<file path="src/rtl/multicycle_ctrl_pkg.sv">
// ---------------------------------------------------------------------------
// multicycle_ctrl_pkg
//   Shared definitions for the multicycle MIPS-subset controller:
//   opcode/funct constants, datapath select encodings, FSM state encoding,
//   the one-hot instruction-class struct and the bundled static-select struct.
//   No ports (package).
// ---------------------------------------------------------------------------
package multicycle_ctrl_pkg;

    // Opcode field instr[31:26]
    localparam logic [5:0] OP_RTYPE = 6'b000000;
    localparam logic [5:0] OP_ORI   = 6'b001101;
    localparam logic [5:0] OP_LUI   = 6'b001111;
    localparam logic [5:0] OP_LW    = 6'b100011;
    localparam logic [5:0] OP_SW    = 6'b101011;
    localparam logic [5:0] OP_BEQ   = 6'b000100;
    localparam logic [5:0] OP_J     = 6'b000010;
    localparam logic [5:0] OP_JAL   = 6'b000011;

    // Funct field instr[5:0] for R-type
    localparam logic [5:0] FN_ADDU  = 6'b100001;
    localparam logic [5:0] FN_SUBU  = 6'b100011;
    localparam logic [5:0] FN_JR    = 6'b001000;

    typedef enum logic [1:0] {
        NPC_PC4 = 2'b00,
        NPC_BEQ = 2'b01,
        NPC_J   = 2'b10,
        NPC_JR  = 2'b11
    } npc_op_e;

    typedef enum logic [1:0] {
        EXT_ZERO = 2'b00,
        EXT_SIGN = 2'b01,
        EXT_LUI  = 2'b10
    } ext_op_e;

    typedef enum logic [3:0] {
        ALU_ADD = 4'b0000,
        ALU_SUB = 4'b0001,
        ALU_OR  = 4'b0010
    } alu_op_e;

    typedef enum logic [1:0] {
        A3_RD = 2'b00,
        A3_RT = 2'b01,
        A3_RA = 2'b10
    } reg_a3_sel_e;

    typedef enum logic [1:0] {
        RD_ALU = 2'b00,
        RD_DM  = 2'b01,
        RD_EXT = 2'b10,
        RD_PC4 = 2'b11
    } reg_data_sel_e;

    typedef enum logic [1:0] {
        BSEL_RD2 = 2'b00,
        BSEL_EXT = 2'b01
    } alu_b_sel_e;

    typedef enum logic [2:0] {
        S_FETCH  = 3'd0,
        S_DECODE = 3'd1,
        S_EXEC   = 3'd2,
        S_MEM    = 3'd3,
        S_WB     = 3'd4
    } state_e;

    // Exactly one flag is set for any IR value; unk covers everything else.
    typedef struct packed {
        logic addu;
        logic subu;
        logic ori;
        logic lui;
        logic lw;
        logic sw;
        logic beq;
        logic j;
        logic jal;
        logic jr;
        logic unk;
    } instr_class_t;

    // Selects that depend only on the instruction, held from DECODE onward.
    typedef struct packed {
        npc_op_e       npc_op;
        ext_op_e       ext_op;
        alu_op_e       alu_op;
        reg_a3_sel_e   a3_sel;
        reg_data_sel_e data_sel;
        alu_b_sel_e    b_sel;
    } ctrl_sel_t;

    localparam ctrl_sel_t SEL_IDLE = '{
        npc_op:   NPC_PC4,
        ext_op:   EXT_ZERO,
        alu_op:   ALU_ADD,
        a3_sel:   A3_RD,
        data_sel: RD_ALU,
        b_sel:    BSEL_RD2
    };

endpackage

</file>
<file path="src/rtl/multicycle_ctrl_decode.sv">
// ---------------------------------------------------------------------------
// mc_decode
//   Purely combinational instruction decoder. Classifies the IR opcode/funct
//   into a one-hot instruction class and produces the per-class static
//   datapath selects.
//   Ports:
//     op     in  6   IR opcode field
//     funct  in  6   IR funct field
//     cls    out     one-hot instruction class
//     sel    out     static selects for that class
// ---------------------------------------------------------------------------
module mc_decode
    import multicycle_ctrl_pkg::*;
(
    input  logic [5:0]   op,
    input  logic [5:0]   funct,
    output instr_class_t cls,
    output ctrl_sel_t    sel
);

    always_comb begin
        // NOTE: every output gets a default before the case so no path leaves
        // it unassigned; an unassigned path would infer a latch.
        cls = '0;
        sel = SEL_IDLE;
        unique case (op)
            OP_RTYPE: begin
                unique case (funct)
                    FN_ADDU: begin
                        cls.addu   = 1'b1;
                        sel.alu_op = ALU_ADD;
                    end
                    FN_SUBU: begin
                        cls.subu   = 1'b1;
                        sel.alu_op = ALU_SUB;
                    end
                    FN_JR: begin
                        cls.jr     = 1'b1;
                        sel.npc_op = NPC_JR;
                    end
                    default: cls.unk = 1'b1;
                endcase
            end
            OP_ORI: begin
                cls.ori      = 1'b1;
                sel.ext_op   = EXT_ZERO;
                sel.b_sel    = BSEL_EXT;
                sel.alu_op   = ALU_OR;
                sel.a3_sel   = A3_RT;
                sel.data_sel = RD_ALU;
            end
            OP_LUI: begin
                cls.lui      = 1'b1;
                sel.ext_op   = EXT_LUI;
                sel.a3_sel   = A3_RT;
                sel.data_sel = RD_EXT;
            end
            OP_LW: begin
                cls.lw       = 1'b1;
                sel.ext_op   = EXT_SIGN;
                sel.b_sel    = BSEL_EXT;
                sel.alu_op   = ALU_ADD;
                sel.a3_sel   = A3_RT;
                sel.data_sel = RD_DM;
            end
            OP_SW: begin
                cls.sw     = 1'b1;
                sel.ext_op = EXT_SIGN;
                sel.b_sel  = BSEL_EXT;
                sel.alu_op = ALU_ADD;
            end
            OP_BEQ: begin
                // Compare via subtraction; the branch offset is sign-extended.
                cls.beq    = 1'b1;
                sel.alu_op = ALU_SUB;
                sel.ext_op = EXT_SIGN;
                sel.npc_op = NPC_BEQ;
            end
            OP_J: begin
                cls.j      = 1'b1;
                sel.npc_op = NPC_J;
            end
            OP_JAL: begin
                cls.jal      = 1'b1;
                sel.npc_op   = NPC_J;
                sel.a3_sel   = A3_RA;
                sel.data_sel = RD_PC4;
            end
            default: cls.unk = 1'b1;
        endcase
    end

endmodule

</file>
<file path="src/rtl/multicycle_ctrl.sv">
// ---------------------------------------------------------------------------
// multicycle_ctrl
//   Multicycle control FSM (FETCH/DECODE/EXEC/MEM/WB) driving the datapath
//   selects and write strobes. Outputs are Moore-style: a function of the
//   state and the latched IR only.
//   Ports:
//     clk, reset          clock; asynchronous active-high reset
//     instr      in  32   instruction word, sampled into IR during FETCH
//     Zero       in  1    ALU equality flag
//     IRWrite, PCWrite, RegWrite, MemWrite   write strobes
//     NPCOp, EXTOp, ALUOp, RegA3Sel, RegDataSel, AluBSel   datapath selects
//     retire     out 1    one-cycle pulse, identical to PCWrite
//     instr_cnt  out CNT_W retired-instruction count (wraps)
// ---------------------------------------------------------------------------
module multicycle_ctrl
    import multicycle_ctrl_pkg::*;
#(
    parameter int CNT_W = 32
) (
    input  logic             clk,
    input  logic             reset,
    input  logic [31:0]      instr,
    input  logic             Zero,
    output logic             IRWrite,
    output logic             PCWrite,
    output logic [1:0]       NPCOp,
    output logic             RegWrite,
    output logic [1:0]       EXTOp,
    output logic [3:0]       ALUOp,
    output logic             MemWrite,
    output logic [1:0]       RegA3Sel,
    output logic [1:0]       RegDataSel,
    output logic [1:0]       AluBSel,
    output logic             retire,
    output logic [CNT_W-1:0] instr_cnt
);

    state_e           state_q, state_d;
    // The IR keeps only the fields the controller decodes.
    logic [5:0]       ir_op_q, ir_op_d;
    logic [5:0]       ir_fn_q, ir_fn_d;
    logic [CNT_W-1:0] cnt_q, cnt_d;

    instr_class_t     cls;
    ctrl_sel_t        dec_sel;
    ctrl_sel_t        sel;
    logic             ir_wr, pc_wr, reg_wr, mem_wr;

    // beq resolution happens in the datapath's NPC unit (NPCOp=01 plus Zero),
    // so the controller itself never needs the flag.
    logic             zero_unused;
    assign zero_unused = Zero;

    mc_decode u_decode (
        .op    (ir_op_q),
        .funct (ir_fn_q),
        .cls   (cls),
        .sel   (dec_sel)
    );

    always_comb begin
        state_d = S_FETCH;
        sel     = SEL_IDLE;
        ir_wr   = 1'b0;
        pc_wr   = 1'b0;
        reg_wr  = 1'b0;
        mem_wr  = 1'b0;

        unique case (state_q)
            S_FETCH: begin
                ir_wr   = 1'b1;
                state_d = S_DECODE;
            end
            S_DECODE: begin
                sel     = dec_sel;
                state_d = S_EXEC;
            end
            S_EXEC: begin
                sel = dec_sel;
                if (cls.lw || cls.sw) begin
                    state_d = S_MEM;
                end else if (cls.addu || cls.subu || cls.ori || cls.lui) begin
                    state_d = S_WB;
                end else begin
                    // beq/j/jal/jr/unknown finish here.
                    pc_wr   = 1'b1;
                    reg_wr  = cls.jal;
                    state_d = S_FETCH;
                end
            end
            S_MEM: begin
                sel = dec_sel;
                if (cls.lw) begin
                    state_d = S_WB;
                end else begin
                    mem_wr  = cls.sw;
                    pc_wr   = 1'b1;
                    state_d = S_FETCH;
                end
            end
            S_WB: begin
                sel     = dec_sel;
                reg_wr  = 1'b1;
                pc_wr   = 1'b1;
                state_d = S_FETCH;
            end
            default: state_d = S_FETCH;
        endcase

        // Reset forces state to FETCH asynchronously, but FETCH raises
        // IRWrite, so strobes are explicitly suppressed while reset is high.
        if (reset) begin
            ir_wr  = 1'b0;
            pc_wr  = 1'b0;
            reg_wr = 1'b0;
            mem_wr = 1'b0;
        end

        ir_op_d = ir_wr ? instr[31:26] : ir_op_q;
        ir_fn_d = ir_wr ? instr[5:0]   : ir_fn_q;
        cnt_d   = pc_wr ? cnt_q + CNT_W'(1) : cnt_q;
    end

    always_ff @(posedge clk or posedge reset) begin
        if (reset) begin
            state_q <= S_FETCH;
            ir_op_q <= '0;
            ir_fn_q <= '0;
            cnt_q   <= '0;
        end else begin
            // NOTE: non-blocking assignments so every flop samples the
            // pre-edge values regardless of statement order.
            state_q <= state_d;
            ir_op_q <= ir_op_d;
            ir_fn_q <= ir_fn_d;
            cnt_q   <= cnt_d;
        end
    end

    assign IRWrite    = ir_wr;
    assign PCWrite    = pc_wr;
    assign RegWrite   = reg_wr;
    assign MemWrite   = mem_wr;
    assign retire     = pc_wr;
    assign NPCOp      = sel.npc_op;
    assign EXTOp      = sel.ext_op;
    assign ALUOp      = sel.alu_op;
    assign RegA3Sel   = sel.a3_sel;
    assign RegDataSel = sel.data_sel;
    assign AluBSel    = sel.b_sel;
    assign instr_cnt  = cnt_q;

endmodule
</file>
<file path="config.mk">
export PLATFORM = sky130hd
export DESIGN_NAME = multicycle_ctrl
export DESIGN_NICKNAME = d
export VERILOG_FILES = /design/src/rtl/multicycle_ctrl_pkg.sv /design/src/rtl/multicycle_ctrl_decode.sv /design/src/rtl/multicycle_ctrl.sv
export SDC_FILE = /design/constraint.sdc
export NUM_CORES = 1
export LEC_CHECK = 0
export BUFFER_PORTS_ARGS = -buffer_cell sky130_fd_sc_hd__buf_2
export CELL_PAD_IN_SITES_DETAIL_PLACEMENT = 1
export CELL_PAD_IN_SITES_GLOBAL_PLACEMENT = 1
export CORE_UTILIZATION = 38
export DETAILED_ROUTE_END_ITERATION = 6
export PLACE_DENSITY = 0.8
export SLEW_MARGIN = 20
export SYNTH_ARGS = -nofsm -noshare
export SYNTH_HDL_FRONTEND = slang
export SYNTH_HIERARCHICAL = 1
export SYNTH_SLANG_ARGS = --single-unit
</file>
<file path="constraint.sdc">
create_clock -name clk -period 3.8 [get_ports clk]
set_input_delay 0.76 -clock clk [delete_from_list [all_inputs] [get_ports clk]]
set_output_delay 0.76 -clock clk [all_outputs]
set_load 0.02 [all_outputs]
</file>
==> results of run 1 <==
## critical path, cell delays in order (launching register included)
cell and delay, ns:
dfrtp_1 0.48, or4_4 0.60, or3_1 0.42, nor3_1 0.25, nor4_2 0.09, nand4_1 0.15, a21o_1 0.16, inv_2 0.11
buf_2 0.18
## per-layer routing
metal	up-vias	part of all wire, %
li1	1015	-
met4	0	1.5
met3	7	4.6
met1	1049	45
met5	-	0
met2	46	49
## power groups by stage
stage	logic [uW]	clock network, uW	registers [uW]
final	633	306	796
after global routing	703	333	823
after CTS	640	320	796
after detailed placement	638	0	804
after global placement	616	0	795
after floorplan	530	0	760
## metrics by stage
stage	instance area [sq um]	worst slack, ns	util, %
after detailed placement	3000	0.639	44.2
after CTS	3090	0.290	45.5
final	3090	0.299	45.5
after global routing	3090	0.123	45.5
after global placement	3000	0.654	44.2
after floorplan	2670	0.656	-
## state kept, by name, indices dropped and copies added, names as in the netlist
| register | count |
|---|---|
| instr_cnt | 32 |
| ir_fn_q | 6 |
| ir_op_q | 6 |
| state_q | 3 |
## worst paths after layout
| path | start | endpoint | slack (ns) | cells after the start |
|---|---|---|---|---|
| setup reg to reg | ir_op_q[5] | instr_cnt[31] | 0.95 | 9 |
| hold reg to reg | instr_cnt[31] | instr_cnt[31] | 0.47 | 1 |
| max in group asynchronous | reset | instr_cnt[2] | 2.45 | 2 |
| hold / removal | instr_cnt[31] | instr_cnt[31] | 0.47 | 1 |
| setup / recovery | ir_op_q[5] | PCWrite | 0.30 | 8 |
| min in group asynchronous | reset | state_q[0] | 0.75 | 2 |
## cell type report
| class | instances | area, sq um | area share (%) |
|---|---|---|---|
| flip-flops and latches | 47 | 1180 | 38.1 |
| repair buffers | 63 | 320 | 10.4 |
| inverters | 12 | 45.0 | 1.46 |
| clock inverters | 1 | 5.00 | 0.162 |
| multi-input cells | 191 | 1340 | 43.4 |
| well taps | 96 | 120 | 3.89 |
| clock buffers | 6 | 82.6 | 2.67 |
==> flow_summary_export.csv, run 1 <==
group,metric,value,unit
routing,wl_per_cell,14.8,um
power,p_leak,0.00139,uW
sta,grt_setup_unrepaired,"false",
final_layout,layout-drive-gt1-share,31.3,%
power,clkPwrFrac,17.6,%
final_layout,synthToLayoutAreaGrowth,16.2,%
sta,report.final.slew_viol_count,0,
floorplan,core,6790,sq um
grt,busiest_layer,"met2",
floorplan,die_h,85.7,um
sta,maxSlewHeadroom,34.2,%
run,cap_viol_max_count,0,
grt,antenna_found_initial,0,
final_layout,antenna_cells,0,
sta,hold_ws,0.469,ns
clocking,ctsResizeCount,0,
worst_setup_path,crit_fanout,11,
final_layout,layout_commonest_cell,"buf_2",
routing,num_vias,2117,
routing,dr.pass1.iters,4,
routing,ant_nets,0,
power,total_power,1740,uW
final_layout,nFillCells,796,
routing,drc,0,
synth,netlist_area,2660,sq um
clocking,cts_tree,"yes",
synth,avgSynthCellArea,10.0,sq um
grt,grtUsageTotal,18.1,%
place,dp_hpwl,4420,um
grt,use_met1,23.3,%
grt,grt_pass1_wl,10700,um
sta,final_hold_viol_count,0,
clocking,h-tree-depth,2,
sta,min_period_over_period,92.1,%
clocking,cts_buffers,5,
min_path,min_path_type,"reg -> reg",
place,port_buffers,61,
worst_setup_path,crit_required,3.04,ns
clocking,cts_buffer_depth,2,
clocking,cts_hold_buf,0,
clocking,clock_latency,0.30,ns
floorplan,die_w,85.7,um
power,peakVddDrop,0.298,mV
power,p_int,1020,uW
floorplan,ios,86,
power,p_sw,719,uW
clocking,postCtsSetupBuffers,0,
clocking,clk_pin_slew_worst_paths,0.09,ns
routing,drt_iter0_drc,87,
grt,grt_pass1_vias,2186,
synth,syn_inst,265,
final_layout,mostFrequentLayoutCells,"buf_2, dfrtp_1, nand2_1, nand3_1",
grt,use_met3,3.46,%
final_layout,nets,356,
worst_setup_path,crit_path_start_kind,"flip-flop",
clocking,root_buffer,"clkbuf_8",
synth,ys_warn_count,6,
place,gp_congestion,0.763,
floorplan,die_area,7340,sq um
routing,wirelength,6140,um
grt,grt_max_degree,48,
sta,setup_viol,0,
sta,layout_min_cycle_time,3.50,ns
floorplan,rows,30,
clocking,clock-sinks,47,
grt,gr-total-overflow,0,
power,p_comb_share,36.5,%
power,power.share.switching,41.4,%
sta,tightest_slew,0.986,ns
sta,fmax,286,MHz
worst_setup_path,crit_arrival,2.74,ns
sta,clock_skew,0.00672,ns
routing,vias_per_cell,5.09,
run_status,outcome,"finished clean",
power,power_frac_seq,45.9,%
final_layout,layout.cells.non_filler,416,
power,power_density,561,nW/um^2
place,post-place-cells,409,
worst_setup_path,endpoint_kind,"output port",
sta,finalSetupTns,0,ns
worst_setup_path,crit_type,"reg -> out",
grt,grt_use_met2,30.9,%
floorplan,start_util,39.2,%
(Power assumes the default switching activity.)
==> run 2, diff against run 1 <==
--- a/config.mk
+++ b/config.mk
@@ -9,6 +9,7 @@
 export CELL_PAD_IN_SITES_DETAIL_PLACEMENT = 1
 export CELL_PAD_IN_SITES_GLOBAL_PLACEMENT = 1
 export CORE_UTILIZATION = 38
+export CTS_CLUSTER_SIZE = 16
 export DETAILED_ROUTE_END_ITERATION = 6
 export PLACE_DENSITY = 0.8
 export SLEW_MARGIN = 20
==> constraint.sdc (replaced) <==
create_clock -name clk -period 3.8 [get_ports clk]
set_input_delay 0 -clock clk [delete_from_list [all_inputs] [get_ports clk]]
set_output_delay 0 -clock clk [all_outputs]
set_load 0.02 [all_outputs]
==> run 2 against run 1 <==
Effect of this change: global-route usage rose by 0.92 points; critical endpoint unchanged; critical path depth is the same; largest cell class unchanged; largest power group unchanged; worst setup slack improved by 0.28 ns; highest routed layer unchanged.
==> flow_summary_export.csv, run 2 (same netlist as run 1, synthesis figures left out) <==
group,metric,value,unit
place,port_buffers,61,
clocking,clock_latency,0.31,ns
worst_setup_path,cp_top_family,"simple AND/OR/NAND/NOR gates",
clocking,cts_buffers,5,
grt,antenna_found_initial,0,
place,gp_congestion,0.758,
grt,grt_pass1_vias,2261,
worst_setup_path,rr_startpoint,"ir_op_q[5]",
final_layout,layout_commonest_cell,"buf_2",
sta,setup_viol,0,
final_layout,layout-drive-gt1-share,30.4,%
final_layout,nets,370,
floorplan,die_area,7340,sq um
final_layout,seq_area,1180,sq um
clocking,cts_tree,"yes",
routing,drt_iter0_drc,50,
sta,final_hold_viol_count,0,
final_layout,multi_input_area,1340,sq um
routing,num_vias,2225,
final_layout,largest_register_ffs,32,
floorplan,die_h,85.7,um
worst_setup_path,crit_slowest_cell,"or4_4",
floorplan,ios,86,
clocking,root_buffer,"clkbuf_8",
grt,grt_pass1_wl,11100,um
place,post-place-cells,410,
run,cap_viol_max_count,0,
worst_setup_path,crit_arrival,3.22,ns
power,peakVddDrop,0.322,mV
sta,grt_setup_unrepaired,"false",
grt,grtUsageTotal,19.0,%
final_layout,layout.cells.non_filler,431,
routing,ant_nets,0,
grt,gr-total-overflow,0,
final_layout,nFillCells,781,
final_layout,mostFrequentLayoutCells,"buf_2, dfrtp_1, nand2_1, nand3_1",
sta,finalSetupTns,0,ns
routing,wirelength,6580,um
worst_setup_path,r2r_end,"instr_cnt[18]",
sta,report.final.slew_viol_count,0,
sta,clock_skew,0.00995,ns
worst_setup_path,critPathMaxStageDelay,0.60,ns
sta,fmax,311,MHz
worst_setup_path,endpoint_kind,"output port",
floorplan,rows,30,
power,p_leak,0.00147,uW
worst_setup_path,crit_path_start_kind,"flip-flop",
min_path,min_path_type,"in -> async",
worst_setup_path,worstPathBufferInverterCount,2,
worst_setup_path,crit_fanout,13,
worst_setup_path,crit_required,3.80,ns
floorplan,die_w,85.7,um
worst_setup_path,r2r_setup_slack,0.72,ns
clocking,clk_pin_slew_worst_paths,0.09,ns
floorplan,start_util,39.2,%
worst_setup_path,critPathLaunch,"ir_op_q[5]",
clocking,cts_buffer_depth,2,
routing,drc,0,
final_layout,antenna_cells,0,
routing,vias_per_cell,5.16,
place,dp_hpwl,4500,um
routing,dr.pass1.iters,4,
floorplan,core,6790,sq um
worst_setup_path,rr_worst_depth,9,
routing,wl_per_cell,15.3,um
clocking,h-tree-depth,2,
sta,tightest_slew,0.821,ns
worst_setup_path,crit_type,"reg -> out",
sta,layout_min_cycle_time,3.22,ns
sta,min_period_over_period,84.7,%
sta,maxSlewHeadroom,45.2,%
power,power_density,582,nW/um^2
grt,grt_max_degree,48,
worst_setup_path,crit_chain,"or4_4 > or3_1 > nor3_1 > nor4_2 > nand4_1 > a21o_1 > inv_2 > buf_2",
clocking,clock-sinks,47,
run_status,outcome,"finished clean",
final_layout,synthToLayoutAreaGrowth,23.2,%
==> run 2: cell count changes in the layout (fill, tap and decap cells not counted) <==
| cell | change |
|---|---|
| clkbuf_8 | -1 |
| inv_2 | -1 |
| bufinv_16 | +2 |
| buf_4 | +1 |
| dlygate4sd3_1 | +13 |
| clkinvlp_4 | +1 |
==> run 2: tightest hold or removal path: stages <==
cell and delay [ns]:
dlygate4sd3_1 0.53, buf_2 0.17, clkinv_2 0.56
==> run 2: cell type report <==
| cell class | instances | area share, % |
|---|---|---|
| Inverter | 12 | 1.41 |
| Sequential cell | 47 | 35.9 |
| Multi-Input combinational cell | 191 | 40.9 |
| Clock buffer | 5 | 2.10 |
| Tap cell | 96 | 3.66 |
| Timing Repair Buffer | 77 | 14.0 |
| Clock inverter | 3 | 2.06 |
==> run 2: routing by layer <==
metal | vias up | global-route usage [%] | wire length [um] | part of all wire [%]
li1 | 1048 | - | - | -
met1 | 1117 | 25.0 | 2940 | 45
met2 | 51 | 32.4 | 3320 | 50
met3 | 9 | 3.37 | 226 | 3.4
met4 | 0 | 5.30 | 100 | 1.5
met5 | - | 0 | 0 | 0
==> run 2: power breakdown <==
| part | switching [uW] | total, uW | internal (uW) |
|---|---|---|---|
| clock | 178 | 441 | 262 |
| combinational | 393 | 666 | 273 |
| sequential | 186 | 801 | 615 |
==> run 2: through the flow <==
| step | area (sq um) | worst slack, ns | util (%) | hold slack (ns) | power (uW) |
|---|---|---|---|---|---|
| floorplan | 2670 | 1.16 | - | 0.0769 | 1290 |
| global placement | 3010 | 0.794 | 44.3 | 0.232 | 1420 |
| detailed placement | 3010 | 0.758 | 44.3 | 0.237 | 1460 |
| CTS | 3270 | 0.553 | 48.1 | 0.0170 | 1910 |
| global route | 3280 | 0.386 | 48.3 | 0.483 | 2020 |
| finish | 3280 | 0.581 | 48.3 | 0.438 | 1910 |
==> run 2: how the worst max path moves through the flow <==
stage / to / cells past startpoint
final: PCWrite / 8
after global routing: PCWrite / 8
after CTS: PCWrite / 8
after floorplan: instr_cnt[9] / 11
after detailed placement: instr_cnt[18] / 9
after global placement: instr_cnt[18] / 9
==> run 2: repair_timing <==
action | 4_1_cts | 5_1_grt
hold endpoints to repair | 12 | 47
resized for setup | 0 | 0
buffers inserted | 0 | 0
hold buffers | 12 | 1
==> run 3, diff against run 2 <==
==> constraint.sdc (replaced) <==
create_clock -name clk -period 3 [get_ports clk]
set_input_delay 0 -clock clk [delete_from_list [all_inputs] [get_ports clk]]
set_output_delay 0 -clock clk [all_outputs]
set_load 0.02 [all_outputs]
==> run 3 against run 2 <==
Effect of this change: combinational power increased by 40%; first-iteration DRC count increased by 130%; count of clock-buffer cells in the layout increased by 3; clock power decreased by 6.1%; critical endpoint unchanged; critical path type unchanged; the flow now finishes with violations (negative hold slack); global-route usage increased by 0.16 points; via count increased by 0.18%; sequential cell count unchanged; total power increased by 21%; worst setup slack got worse by 0.35 ns; routed wire length increased by 1.4%; final area decreased by 0.53%.
==> flow_summary_export.csv, run 3 (same netlist as run 1, synthesis figures left out) <==
group,metric,value,unit
run_status,outcome,"finished, violations left",
run_status,violations,"negative hold slack",
final_layout,layout.cells.non_filler,434,
routing,drt_iter0_drc,117,
worst_setup_path,rr_worst_depth,9,
sta,grt_setup_unrepaired,"false",
final_layout,synthToLayoutAreaGrowth,22.6,%
final_layout,largest_register_ffs,32,
place,post-place-cells,414,
sta,final_hold_viol_count,30,
worst_setup_path,crit_type,"reg -> out",
worst_setup_path,crit_required,3.00,ns
sta,report.final.slew_viol_count,0,
final_layout,layout_commonest_cell,"buf_2",
routing,drc,0,
min_path,min_path_type,"in -> async",
sta,clock_skew,0.00635,ns
sta,maxSlewHeadroom,35.7,%
sta,tightest_slew,0.963,ns
grt,grt_max_degree,48,
clocking,clock-sinks,47,
worst_setup_path,crit_path_start_kind,"flip-flop",
final_layout,antenna_cells,0,
routing,ant_nets,0,
sta,min_period_over_period,92.3,%
place,port_buffers,61,
clocking,cts_tree,"yes",
run,cap_viol_max_count,0,
final_layout,layout-drive-gt1-share,31.1,%
final_layout,mostFrequentLayoutCells,"buf_2, dfrtp_1, nand2_1, nand3_1",
grt,gr-total-overflow,0,
clocking,cts_buffer_depth,2,
floorplan,rows,30,
floorplan,ios,86,
clocking,clock_latency,0.30,ns
floorplan,start_util,39.2,%
clocking,cts_buffers,5,
final_layout,nets,373,
sta,setup_viol,0,
sta,layout_min_cycle_time,2.77,ns
routing,vias_per_cell,5.14,
clocking,clk_pin_slew_worst_paths,0.08,ns
clocking,root_buffer,"clkbuf_8",
sta,finalSetupTns,0,ns
clocking,h-tree-depth,2,
sta,fmax,361,MHz
grt,antenna_found_initial,0,
routing,wirelength,6670,um
routing,wl_per_cell,15.4,um
grt,grtUsageTotal,19.2,%
place,dp_hpwl,4610,um
grt,grt_pass1_vias,2216,
floorplan,core,6790,sq um
power,power_density,707,nW/um^2
place,gp_congestion,0.794,
floorplan,die_h,85.7,um
worst_setup_path,endpoint_kind,"output port",
power,p_leak,0.00147,uW
worst_setup_path,crit_fanout,11,
floorplan,die_w,85.7,um
power,peakVddDrop,0.314,mV
routing,num_vias,2229,
floorplan,die_area,7340,sq um
grt,grt_pass1_wl,11100,um
worst_setup_path,crit_arrival,2.77,ns
routing,dr.pass1.iters,4,
clocking,ctsResizeCount,0,
sta,hold_ws,-0.0171,ns
run 3: cell type report:
cell class | count | area [sq um]
multi-input cells | 191 | 1340
fillers | 795 | 3530
inverters | 12 | 45.0
flip-flops and latches | 47 | 1180
clock buffers | 8 | 100
repair buffers | 80 | 478
well taps | 96 | 120
run 3: power by group:
group	internal [uW]	switching (uW)
sequential	779	181
combinational	381	552
clock	210	203
total	1370	936
run 3: worst paths after layout:
path	start	to	slack, ns
min in group clk	reset	instr_cnt[26]	0.15
worst max-delay path	ir_op_q[5]	PCWrite	0.23
worst max register to register	ir_op_q[5]	instr_cnt[13]	0.24
max in group asynchronous	reset	ir_fn_q[4]	2.42
worst min-delay path	reset	state_q[2]	-0.02
worst min register to register	instr_cnt[31]	instr_cnt[31]	0.46
run 3: stage by stage:
| step | total power (uW) | utilization, % | cell area (sq um) | setup slack (ns) | hold slack [ns] |
|---|---|---|---|---|---|
| after floorplan | 1630 | - | 2670 | 0.363 | 0.0769 |
| after global placement | 1840 | 44.8 | 3040 | 0.340 | 0.233 |
| after detailed placement | 1890 | 44.8 | 3040 | 0.305 | 0.239 |
| after CTS | 2310 | 48.0 | 3260 | 0.252 | 0.0240 |
| after global routing | 2460 | 48.0 | 3260 | 0.0894 | 0.0623 |
| final | 2310 | 48.0 | 3260 | 0.230 | -0.0171 |
run 3: worst max-delay path, cell delays in order, from the launching register on:
cell     delay [ns]
dfrtp_1        0.38
or4_4          0.58
or3_1          0.44
nor3_1         0.25
nor4_2         0.09
nand4_1        0.18
a21o_1         0.23
inv_2          0.13
buf_2          0.18
run 3: routing by layer:
layer	vias to the layer above	global-route usage, %	part of all wire [%]
li1	1046	-	-
met1	1127	24.1	43
met2	51	34.3	52
met3	5	3.37	3.8
met4	0	4.85	0.97
met5	-	0	0
run 3: repair_timing:
item	CTS	global route
hold endpoints to repair	12	0
setup buffers	0	0
hold buffers	12	0
